[config.mk]
export PLATFORM = sky130hd
export DESIGN_NAME = jtpopeye_rom_rq_flat
export DESIGN_NICKNAME = d
export VERILOG_FILES = /design/src/rtl/jtpopeye_rom_rq_pkg.sv /design/src/rtl/jtpopeye_rom_rq_if.sv /design/src/rtl/jtpopeye_rom_rq.sv /design/src/flat_wrapper.sv
export SDC_FILE = /design/constraint.sdc
export NUM_CORES = 1
export LEC_CHECK = 0
export CORE_UTILIZATION = 50
export CTS_BUF_LIST = sky130_fd_sc_hd__clkbuf_4 sky130_fd_sc_hd__clkbuf_8 sky130_fd_sc_hd__clkbuf_16
export CTS_CLUSTER_DIAMETER = 80
export DETAILED_ROUTE_END_ITERATION = 6
export PLACE_DENSITY_LB_ADDON = 0.3
export SYNTH_ARGS = -nofsm -noshare
export SYNTH_HDL_FRONTEND = slang
export SYNTH_SLANG_ARGS = --single-unit
[constraint.sdc]
create_clock -name clk -period 3.6 [get_ports clk]
set_input_delay 0.9 -clock clk [delete_from_list [all_inputs] [get_ports clk]]
set_output_delay 0.9 -clock clk [all_outputs]
set_load 0.03 [all_outputs]
[src/rtl/jtpopeye_rom_rq_pkg.sv]
// Shared constants for the jtpopeye ROM fetch client.
package jtpopeye_rom_rq_pkg;

  localparam int unsigned SDRAM_AW = 22;
  localparam int unsigned LINE_W   = 32;

  localparam logic [1:0] RQ_IDLE = 2'd0;
  localparam logic [1:0] RQ_REQ  = 2'd1;
  localparam logic [1:0] RQ_WAIT = 2'd2;

endpackage

[src/rtl/jtpopeye_rom_rq_if.sv]
// SDRAM port bundle between a ROM fetch client (master) and the controller (slave).
interface jtpopeye_rom_rq_if;
  import jtpopeye_rom_rq_pkg::*;

  logic [SDRAM_AW-1:0] sdram_addr;
  logic                sdram_req;
  logic                sdram_ack;
  logic [LINE_W-1:0]   data_read;
  logic                data_rdy;

  modport master (
    output sdram_addr, sdram_req,
    input  sdram_ack, data_read, data_rdy
  );

  modport slave (
    input  sdram_addr, sdram_req,
    output sdram_ack, data_read, data_rdy
  );

endinterface

[src/rtl/jtpopeye_rom_rq.sv]
// Byte-read ROM client with a one-line 32-bit cache, fetching lines over the SDRAM port.
module jtpopeye_rom_rq
  import jtpopeye_rom_rq_pkg::*;
#(
  parameter int unsigned         AW     = 16,
  parameter logic [SDRAM_AW-1:0] OFFSET = '0
) (
  input  logic              clk,
  input  logic              rst_n,
  input  logic              downloading,
  input  logic              loop_rst,
  input  logic [AW-1:0]     addr,
  input  logic              cs,
  output logic [7:0]        dout,
  output logic              ok,
  jtpopeye_rom_rq_if.master sdram
);

  localparam int unsigned TW = (AW > 2) ? AW - 2 : 1;

  logic [1:0]          state_q, state_d;
  logic [LINE_W-1:0]   line_q, line_d;
  logic [TW-1:0]       line_tag_q, line_tag_d;
  logic [TW-1:0]       fetch_tag_q, fetch_tag_d;
  logic                line_valid_q, line_valid_d;
  logic                req_q, req_d;
  logic [SDRAM_AW-1:0] saddr_q, saddr_d;
  logic                ok_d;
  logic [7:0]          dout_d;

  logic [TW-1:0]       cur_tag;
  logic                hit;
  logic                flush;

  assign cur_tag = TW'(addr >> 2);
  assign hit     = line_valid_q && (cur_tag == line_tag_q);
  assign flush   = downloading || loop_rst;

  assign sdram.sdram_req  = req_q;
  assign sdram.sdram_addr = saddr_q;

  // Next-state and registered-output logic; flush overrides every transition.
  always_comb begin
    state_d      = state_q;
    line_d       = line_q;
    line_tag_d   = line_tag_q;
    fetch_tag_d  = fetch_tag_q;
    line_valid_d = line_valid_q;
    req_d        = req_q;
    saddr_d      = saddr_q;
    ok_d         = 1'b0;
    dout_d       = dout;

    if (flush) begin
      state_d      = RQ_IDLE;
      line_valid_d = 1'b0;
      req_d        = 1'b0;
    end else begin
      case (state_q)
        RQ_IDLE: begin
          if (cs) begin
            if (hit) begin
              ok_d   = 1'b1;
              dout_d = line_q[{addr[1:0], 3'b000} +: 8];
            end else begin
              state_d     = RQ_REQ;
              req_d       = 1'b1;
              saddr_d     = OFFSET + (SDRAM_AW'(cur_tag) << 1);
              fetch_tag_d = cur_tag;
            end
          end
        end
        RQ_REQ: begin
          if (sdram.sdram_ack) begin
            req_d = 1'b0;
            // ack and rdy together: treat as ack then rdy
            if (sdram.data_rdy) begin
              line_d       = sdram.data_read;
              line_tag_d   = fetch_tag_q;
              line_valid_d = 1'b1;
              state_d      = RQ_IDLE;
            end else begin
              state_d = RQ_WAIT;
            end
          end
        end
        RQ_WAIT: begin
          if (sdram.data_rdy) begin
            line_d       = sdram.data_read;
            line_tag_d   = fetch_tag_q;
            line_valid_d = 1'b1;
            state_d      = RQ_IDLE;
          end
        end
        default: state_d = RQ_IDLE;
      endcase
    end
  end

  // State and output registers.
  always_ff @(posedge clk or negedge rst_n) begin
    if (!rst_n) begin
      state_q      <= RQ_IDLE;
      line_q       <= '0;
      line_tag_q   <= '0;
      fetch_tag_q  <= '0;
      line_valid_q <= 1'b0;
      req_q        <= 1'b0;
      saddr_q      <= OFFSET;
      ok           <= 1'b0;
      dout         <= '0;
    end else begin
      state_q      <= state_d;
      line_q       <= line_d;
      line_tag_q   <= line_tag_d;
      fetch_tag_q  <= fetch_tag_d;
      line_valid_q <= line_valid_d;
      req_q        <= req_d;
      saddr_q      <= saddr_d;
      ok           <= ok_d;
      dout         <= dout_d;
    end
  end

endmodule
[src/flat_wrapper.sv]
// flat-port wrapper written by rule: the top's interface ports become plain ports
module jtpopeye_rom_rq_flat import jtpopeye_rom_rq_pkg::*;
#(
  parameter int unsigned         AW     = 16,
  parameter logic [SDRAM_AW-1:0] OFFSET = '0
)
  (clk, rst_n, downloading, loop_rst, addr, cs, dout, ok, sdram_sdram_addr, sdram_sdram_req, sdram_sdram_ack, sdram_data_read, sdram_data_rdy);
  jtpopeye_rom_rq_if sdram_i ();
  input  logic clk;
  input  logic rst_n;
  input  logic downloading;
  input  logic loop_rst;
  input  logic [AW-1:0] addr;
  input  logic cs;
  output logic [7:0] dout;
  output logic ok;
  output wire logic [$bits(sdram_i.sdram_addr)-1:0] sdram_sdram_addr;
  output wire logic [$bits(sdram_i.sdram_req)-1:0] sdram_sdram_req;
  input wire logic [$bits(sdram_i.sdram_ack)-1:0] sdram_sdram_ack;
  input wire logic [$bits(sdram_i.data_read)-1:0] sdram_data_read;
  input wire logic [$bits(sdram_i.data_rdy)-1:0] sdram_data_rdy;
  assign sdram_sdram_addr = sdram_i.sdram_addr;
  assign sdram_sdram_req = sdram_i.sdram_req;
  assign sdram_i.sdram_ack = sdram_sdram_ack;
  assign sdram_i.data_read = sdram_data_read;
  assign sdram_i.data_rdy = sdram_data_rdy;
  jtpopeye_rom_rq #(.AW(AW), .OFFSET(OFFSET)) u_core (.clk(clk), .rst_n(rst_n), .downloading(downloading), .loop_rst(loop_rst), .addr(addr), .cs(cs), .dout(dout), .ok(ok), .sdram(sdram_i));
endmodule
After elaboration in Yosys (flattened, before gate mapping)
Cells that the tools add are included.
- register bits: 73
- input bits: 55
- output and inout port bits: 32
- word-level logic and storage cells: 57
- eq/ne operators: 8
- shift-type cells: 1
- multiplexer cells: 26
- bitwise operators: 2
- reductions and logical operators: 12
- operators by type and width (cell ; number):
    two-way mux 32 bit ; 2
    one-hot mux 32 bit (2 select lines) ; 1
    variable part select 32 x 6 -> 8 bit ; 1
    two-way mux 14 bit ; 2
    one-hot mux 14 bit (2 select lines) ; 1
    AND reduction 4 bit ; 4
    == test 14 bit ; 1
    two-way mux 2 bit ; 6
    two-way mux 1 bit ; 11
    != test 3 x 2 -> 1 bit (second input constant) ; 3
    one-hot mux 2 bit (3 select lines) ; 1
    nonzero test 3 bit ; 2
    one-hot mux 1 bit (2 select lines) ; 2
    != test 3 bit (second input constant) ; 1
    AND reduction 3 bit ; 1
    == test 2 x 1 -> 1 bit (second input constant) ; 1
    == test 2 bit (second input constant) ; 1
    logical NOT 2 bit ; 1
    != test 2 bit (second input constant) ; 1
    inverter 1 bit ; 2
    AND reduction 2 bit ; 1
    nonzero test 2 bit ; 1
    logical AND 1 bit ; 1
    logical OR 1 bit ; 1

Depth between registers and ports, before layout
- depth after elaboration: 6
- gate-level depth with buffers: 7
- mapped depth without buffers: 6

Worst setup path after synthesis
Ideal clock, no wire load.
- path type: input-to-reg
- from: input addr[0]
- to: register u_core.dout[0]
- library setup time: 125 ps
- arrival time: 2133 ps
- required time: 3475 ps
- setup slack: 1341 ps
- cell stages on the path: 3
- path buffers: 1
- cells stage by stage: clkbuf_1 -> mux4_2 -> mux2_4
- cells in the longest elaborated chain, start to end: 1
- ends and longest elaborated chain (element ; line ; source):
    start, declared ; flat_wrapper.sv:13 ; input logic [AW-1:0] addr;
    variable part select 32 x 6 -> 8 bit ; jtpopeye_rom_rq.sv:64 ; dout_d = line_q[{addr[1:0], 3'b000} +: 8];
    end signal, assigned ; jtpopeye_rom_rq.sv:121 ; dout <= dout_d;
    end, declared ; jtpopeye_rom_rq.sv:14 ; output logic [7:0] dout,
Every way passes these cells.
A chain may end at the register's enable or synchronous reset.

Final worst setup path
- from: input addr[13]
- to: register u_core.dout[5]
- cells in the longest elaborated chain, start to end: 3
- ends and longest elaborated chain (element ; line ; source):
    == test 14 bit ; jtpopeye_rom_rq.sv:36 ; assign hit = line_valid_q && (cur_tag == line_tag_q);
    logical AND 1 bit ; jtpopeye_rom_rq.sv:36 ;
    AND reduction 4 bit (no line) ; - ;
Every way passes these cells.

==> results.tsv <==
stage	metric	value	unit
sta	rsz0062_at_grt	false	
critical_path	cp_slowest_stage_delay	0.43	ns
placement	dpl_cell_area	0.00416	mm²
sta	skew	0.00955	ns
sta	tns	0	ns
grt	grt_pass1_wl	10.4	mm
floorplanning	dieHeight	83.8	µm
drt	ant_nets	0	
logic_synthesis	synth-main-ff-cell	dfrtp_1	
critical_path	rrSetupSlack	1.39	ns
clock_network	clkTransAtPathRegs	0.07	ns
critical_path	crit_buf_inv	1	
critical_path	crit_slowest_cell	clkdlybuf4s50_1	
run	maxCapViolations	0	
floorplanning	start_util	52.4	%
power	power	2310	µW
power	p_sw	642	µW
critical_path	critPathMaxFanout	8	
grt	grt.overflow.total	0	
drt	drt_iter0_markers	82	
logic_synthesis	yosysUniqueCellTypes	28	
power	vdd_ir_drop_max	0.000402	V
power	comb_power_share	24.8	%
power	p_int	1670	µW
worst_hold_path	hold_class	reg2reg	
logic_synthesis	ys_top_cells_by_count	dfrtp_1, mux2_2, xnor2_1	
clock_network	ctsHoldBuffers	0	
clock_network	insertion_delay	0.34	ns
grt	grt_pass1_vias	2104	
power	powerDensity	531	mW/mm²
floorplanning	dieArea	0.00702	mm²
critical_path	r2r_cells	5	
status	status	finished clean	
drt	first_pass_iters	4	
logic_synthesis	synth_edf_count	0	
critical_path	worst-path-stages	6	
power	p_clk_share	27.2	%
grt	grt_use_total	19.4	%
critical_path	crit_chain	clkdlybuf4s50_1 > xnor2_1 > nand4_1 > nor4_4 > nand2b_1 > mux2_4	
grt	grt_max_degree	74	
floorplanning	pin_count	87	
placement	gp_congestion	0.790	
worst_hold_path	hold_depth	1	
critical_path	required	3.82	ns
grt	grt_antenna_before_repair	0	
sta	hold_violations	0	
clock_network	cts_htree_levels	3	
drt	dr_total_vias	2031	
floorplanning	core-area	0.00639	mm²
drt	routed_wl	6.23	mm
logic_synthesis	synth.most_common_cell	dfrtp_1	
drt	vias_per_cell	5.23	
clock_network	cts_root_buffer	clkbuf_8	
drt	post_drt_wl_per_cell	16.1	µm
critical_path	end_kind	flip-flop	
drt	drc_errors	0	
final_layout	fin_util	68.1	%
critical_path	critPathKind	in2reg	
placement	dp.cells	373	
sta	setup_viol	0	
final_layout	drive_gt1_share	31.8	%
sta	max_slew_margin	39.8	%
logic_synthesis	synth_area	0.00334	mm²
placement	hpwl	4.45	mm
final_layout	design_area	0.00435	mm²
logic_synthesis	synth_top_area_share	54.6	%
floorplanning	fp-row-count	29	
sta	drv_slew	0	
power	p_seq_share	48.1	%
logic_synthesis	async_reset_ff_share	100	%
logic_synthesis	ys_warn_count	0	
sta	worstMarginPinSlew	0.903	ns
sta	fmax	0.369	GHz
clock_network	clock_sinks	73	
logic_synthesis	netlist_instances	225	
clock_network	cts_tree	yes	
floorplanning	fp.dieW	83.8	µm
logic_synthesis	syn_avg_cell_area	14.9	µm²
final_layout	finalNonFillerCells	388	
power	netSwitchingFraction	27.8	%
final_layout	nets	366	
clock_network	post_cts_resized	0	
clock_network	cts_buffers	9	
logic_synthesis	yosysSeqAreaShare	54.6	%
clock_network	cts_setup_buffers	0	
critical_path	cp.arrival	2.93	ns
logic_synthesis	yosys.area.top_type	dfrtp_1	
logic_synthesis	ys_ff_latch	73	
final_layout	syn2layout_area_growth	30.1	%
clock_network	clockBufferDepth	2	
placement	port_buffers	78	
power	p_leak	0.00193	µW
logic_synthesis	synth.area.top_cells	dfrtp_1, mux2_2, mux4_2	
sta	fin_crit_sh	75.3	%
critical_path	critPathLaunchType	primary input	
critical_path	critPathTopFamily	simple AND/OR/NAND/NOR gates	
sta	layout_min_cycle_time	2.71	ns
final_layout	n_antenna_cell	0	
layout by cell type, fill, tap and decap left out:
master and instances:
ha_1 4, conb_1 8, o21ba_2 1, a311oi_1 1, buf_4 4, mux2i_1 1
nor3_1 1, clkinv_2 2, inv_1 4, a21o_1 1, clkdlybuf4s50_1 77, nand2b_1 2
mux2_4 11, dfrtp_1 73, clkbuf_8 10, or4_4 1, xnor2_1 14, nand4_1 8
clkinv_4 1, nor2_1 3, mux2_2 57, nand2_1 5, a22oi_1 1, nor2_2 1
clkinvlp_4 1, bufinv_16 1, nor4_4 1, nand3_1 8, mux4_2 8, o221ai_1 1
routing by layer:
layer	up-vias	global-route usage (%)	part of all wire, %
li1	952	-	-
met1	1018	26.3	46
met2	52	30.3	48
met3	9	4.65	4.8
met4	0	7.86	1.5
met5	-	0	0
registers in the layout, summed over array words and instances, names as in the netlist:
signal,flops
u_core.line_tag_q,14
u_core.state_q,2
u_core.line_valid_q,1
u_core.sdram.sdram_req,1
u_core.line_q,32
u_core.ok,1
u_core.fetch_tag_q,14
u_core.dout,8
path summary, 6_finish.rpt:
path | startpoint | endpoint
worst min register to register | u_core.line_q[17] | u_core.line_q[17]
worst max register to register | u_core.state_q[1] | u_core.fetch_tag_q[0]
max in group asynchronous | rst_n | u_core.line_q[12]
min in group asynchronous | rst_n | u_core.fetch_tag_q[7]
worst min-delay path | u_core.line_q[17] | u_core.line_q[17]
worst max-delay path | addr[13] | u_core.dout[5]
final cells by class:
cell class,instances,area (µm²)
clock inverter,5,56.3
clock buffer,10,138
fill,476,2030
tap,77,96.3
timing repair buffer,81,801
inverter,4,15.0
sequential,73,1830
multi-input combinational,138,1420
cells by family after synthesis:
family	share of synthesized area, %
mux	29.8
flops	54.6
simple gates	5.27
buf+inv	3.74
xor+xnor	3.67
compound gates	1.27
fa+ha+maj	1.50
other cells	0.112
worst register-to-register path, stage by stage, from the launching register on:
cell	delay, ns
dfrtp_1	0.44
inv_1	0.13
ha_1	0.25
nand3_1	0.16
nor2_2	0.69
mux2_2	0.42
power groups by stage:
stage,combinational (µW),clock (µW),sequential (µW)
after floorplan,317,0,1160
after global placement,563,0,1110
after CTS,579,645,1110
after global routing,618,684,1130
after detailed placement,575,0,1130
final,572,628,1110
through the flow:
step | setup slack (ns) | hold slack, ns
3_3_place_gp | 0.600 | 0.483
6_report | 0.888 | 0.503
4_1_cts | 0.910 | 0.506
2_1_floorplan | 1.34 | 0.468
5_1_grt | 0.785 | 0.520
3_5_place_dp | 0.539 | 0.489
Note: power is estimated with default switching activity, not from simulation.
==> RTL change: new RTL, same settings <==
`AW` is set to 16 in 2 places; all go to 18.
--- a/src/rtl/jtpopeye_rom_rq.sv
+++ b/src/rtl/jtpopeye_rom_rq.sv
@@ -2,7 +2,7 @@
 module jtpopeye_rom_rq
   import jtpopeye_rom_rq_pkg::*;
 #(
-  parameter int unsigned         AW     = 16,
+  parameter int unsigned         AW     = 18,
   parameter logic [SDRAM_AW-1:0] OFFSET = '0
 ) (
   input  logic              clk,
--- a/src/flat_wrapper.sv
+++ b/src/flat_wrapper.sv
@@ -1,7 +1,7 @@
 // flat-port wrapper written by rule: the top's interface ports become plain ports
 module jtpopeye_rom_rq_flat import jtpopeye_rom_rq_pkg::*;
 #(
-  parameter int unsigned         AW     = 16,
+  parameter int unsigned         AW     = 18,
   parameter logic [SDRAM_AW-1:0] OFFSET = '0
 )
   (clk, rst_n, downloading, loop_rst, addr, cs, dout, ok, sdram_sdram_addr, sdram_sdram_req, sdram_sdram_ack, sdram_data_read, sdram_data_rdy);
Interface: changed (resized addr); port bits go from 87 to 89. The function was not compared with the original's and may differ.
==> RTL change against the original RTL <==
Non-clock buffer count up 4. Power up 12%. Area after synthesis up 5.2%. Largest power group unchanged. Worst setup slack worse by 220 ps. Count of clock-buffer cells in the layout up 1. Wire length up 8.1%. Highest routed layer unchanged. Core utilization up 0.35 points. Combinational power up 7.2%. Sequential cell count up 4. Design area up 6.9%. Critical path depth up 1. Sequential share of layout area down 0.57 points.
==> RTL change: results (changes against the original RTL) <==
Parameter                              Value

Run status
  Result of the run ... completed

Global route
  Maximum number of pins on one net before global-route repair ... 78 (+5.4%)
  Total routing usage reported by global routing ... 19.76% (+0.33 points)
  Met1 capacity usage during global routing ... 26.04% (-0.27 points)
  Vias in the first global route ... 2277 (+8.2%)

Critical path
  Launch point of the critical path ... addr[11]
  Arrival time reported for the critical path endpoint ... 3160 ps (+230 ps)
  Register-to-Register Path Depth ... 6 (+1)
  Gate family responsible for the most delay along the worst path ... buffers and inverters
  Endpoint of the most critical setup path ... u_core.fetch_tag_q[0]
  Launch point of the worst reg-to-reg path ... u_core.line_tag_q[2]
  Critical path peak fanout ... 14 (+6)

Layout
  Number of fillers in the final layout ... 496 (+4.2%)
  Largest registers ... u_core.line_q x32, u_core.fetch_tag_q x16, u_core.line_tag_q x16
  Layout Nets ... 385 (+5.2%)
  Fraction of final layout cells with drive strength greater than 1 ... 32.01% (+0.18 points)

Detailed routing
  Vias ... 2197 (+8.2%)
  Wire length on met1 ... 2992 µm (+5.2%)
  Met3 layer wire length in the routed design ... 275 µm (-7.4%)

Worst hold path
  Hold path endpoint ... u_core.line_q[19]

Placed design
  HPWL after detailed placement ... 4730 µm (+6.2%)
  Final RePlAce weighted congestion ... 0.7635 (-3.4%)
  Port Buffers ... 82 (+5.1%)

STA
  Layout Skew ... 11.19 ps (+1.639 ps)

Synth
  Top post-synthesis cells by area ... sky130_fd_sc_hd__dfrtp_1 55%, sky130_fd_sc_hd__mux2_2 23%, sky130_fd_sc_hd__mux4_2 5.1%, sky130_fd_sc_hd__xor2_1 3.5%, sky130_fd_sc_hd__ha_1 1.4%
  Seq/Total Area, Yosys ... 54.78% (+0.16 points)
-- RTL change: cell count changes in the layout (fill, tap and decap cells not counted), sizes merged, moves of 5 or more --
cell   change
and3       +5
nand4      -5
nand3      -6
xor2      +14
xnor2     -12
-- RTL change: cell families after synthesis --
logic type,after synthesis,share of synthesized area (%)
multiplexers,80,28.18
flip-flops,77,54.78
AND/OR/NAND/NOR,33,6.475
buffers and inverters,19,2.882
XOR/XNOR,16,3.985
AO/OA/AOI/OAI,9,2.170
adder cells (fa/ha/maj),4,1.423
other,1,0.1066
-- RTL change: area by class of cell --
cell class / instances / area share, %
Tap cell: 96 / 2.581
Inverter: 3 / 0.2420
Sequential cell: 77 / 41.41
Multi-Input combinational cell: 148 / 32.40
Timing Repair Buffer: 85 / 18.07
Clock inverter: 4 / 2.044
Clock buffer: 11 / 3.254
-- RTL change: per-stage QoR --
stage	setup WS (ps)	instance area (µm²)	util, %	hold WS (ps)	cells
6_report	666.3	4653	68.49	504.7	424
5_1_grt	558.9	4653	68.49	523.5	424
4_1_cts	676.8	4653	68.49	506.9	424
3_5_place_dp	313.2	4407	64.86	488.1	409
3_3_place_gp	445.5	4407	64.86	483.0	409
2_1_floorplan	961.5	3536	-	469.8	244
-- RTL change: worst reg2reg max path: stages (launching register included) --
cell and delay, ps:
sky130_fd_sc_hd__dfrtp_1 400, sky130_fd_sc_hd__xor2_1 180, sky130_fd_sc_hd__nor4_1 420, sky130_fd_sc_hd__nand4_1 260
sky130_fd_sc_hd__o31ai_4 310, sky130_fd_sc_hd__buf_4 290, sky130_fd_sc_hd__mux2_2 360
-- RTL change: power breakdown --
part | internal, mW | switching, mW | leakage, nW
clock | 0.494 | 0.297 | 0.125
combinational | 0.352 | 0.261 | 0.981
sequential | 1.06 | 0.116 | 0.988
total | 1.91 | 0.673 | 2.09
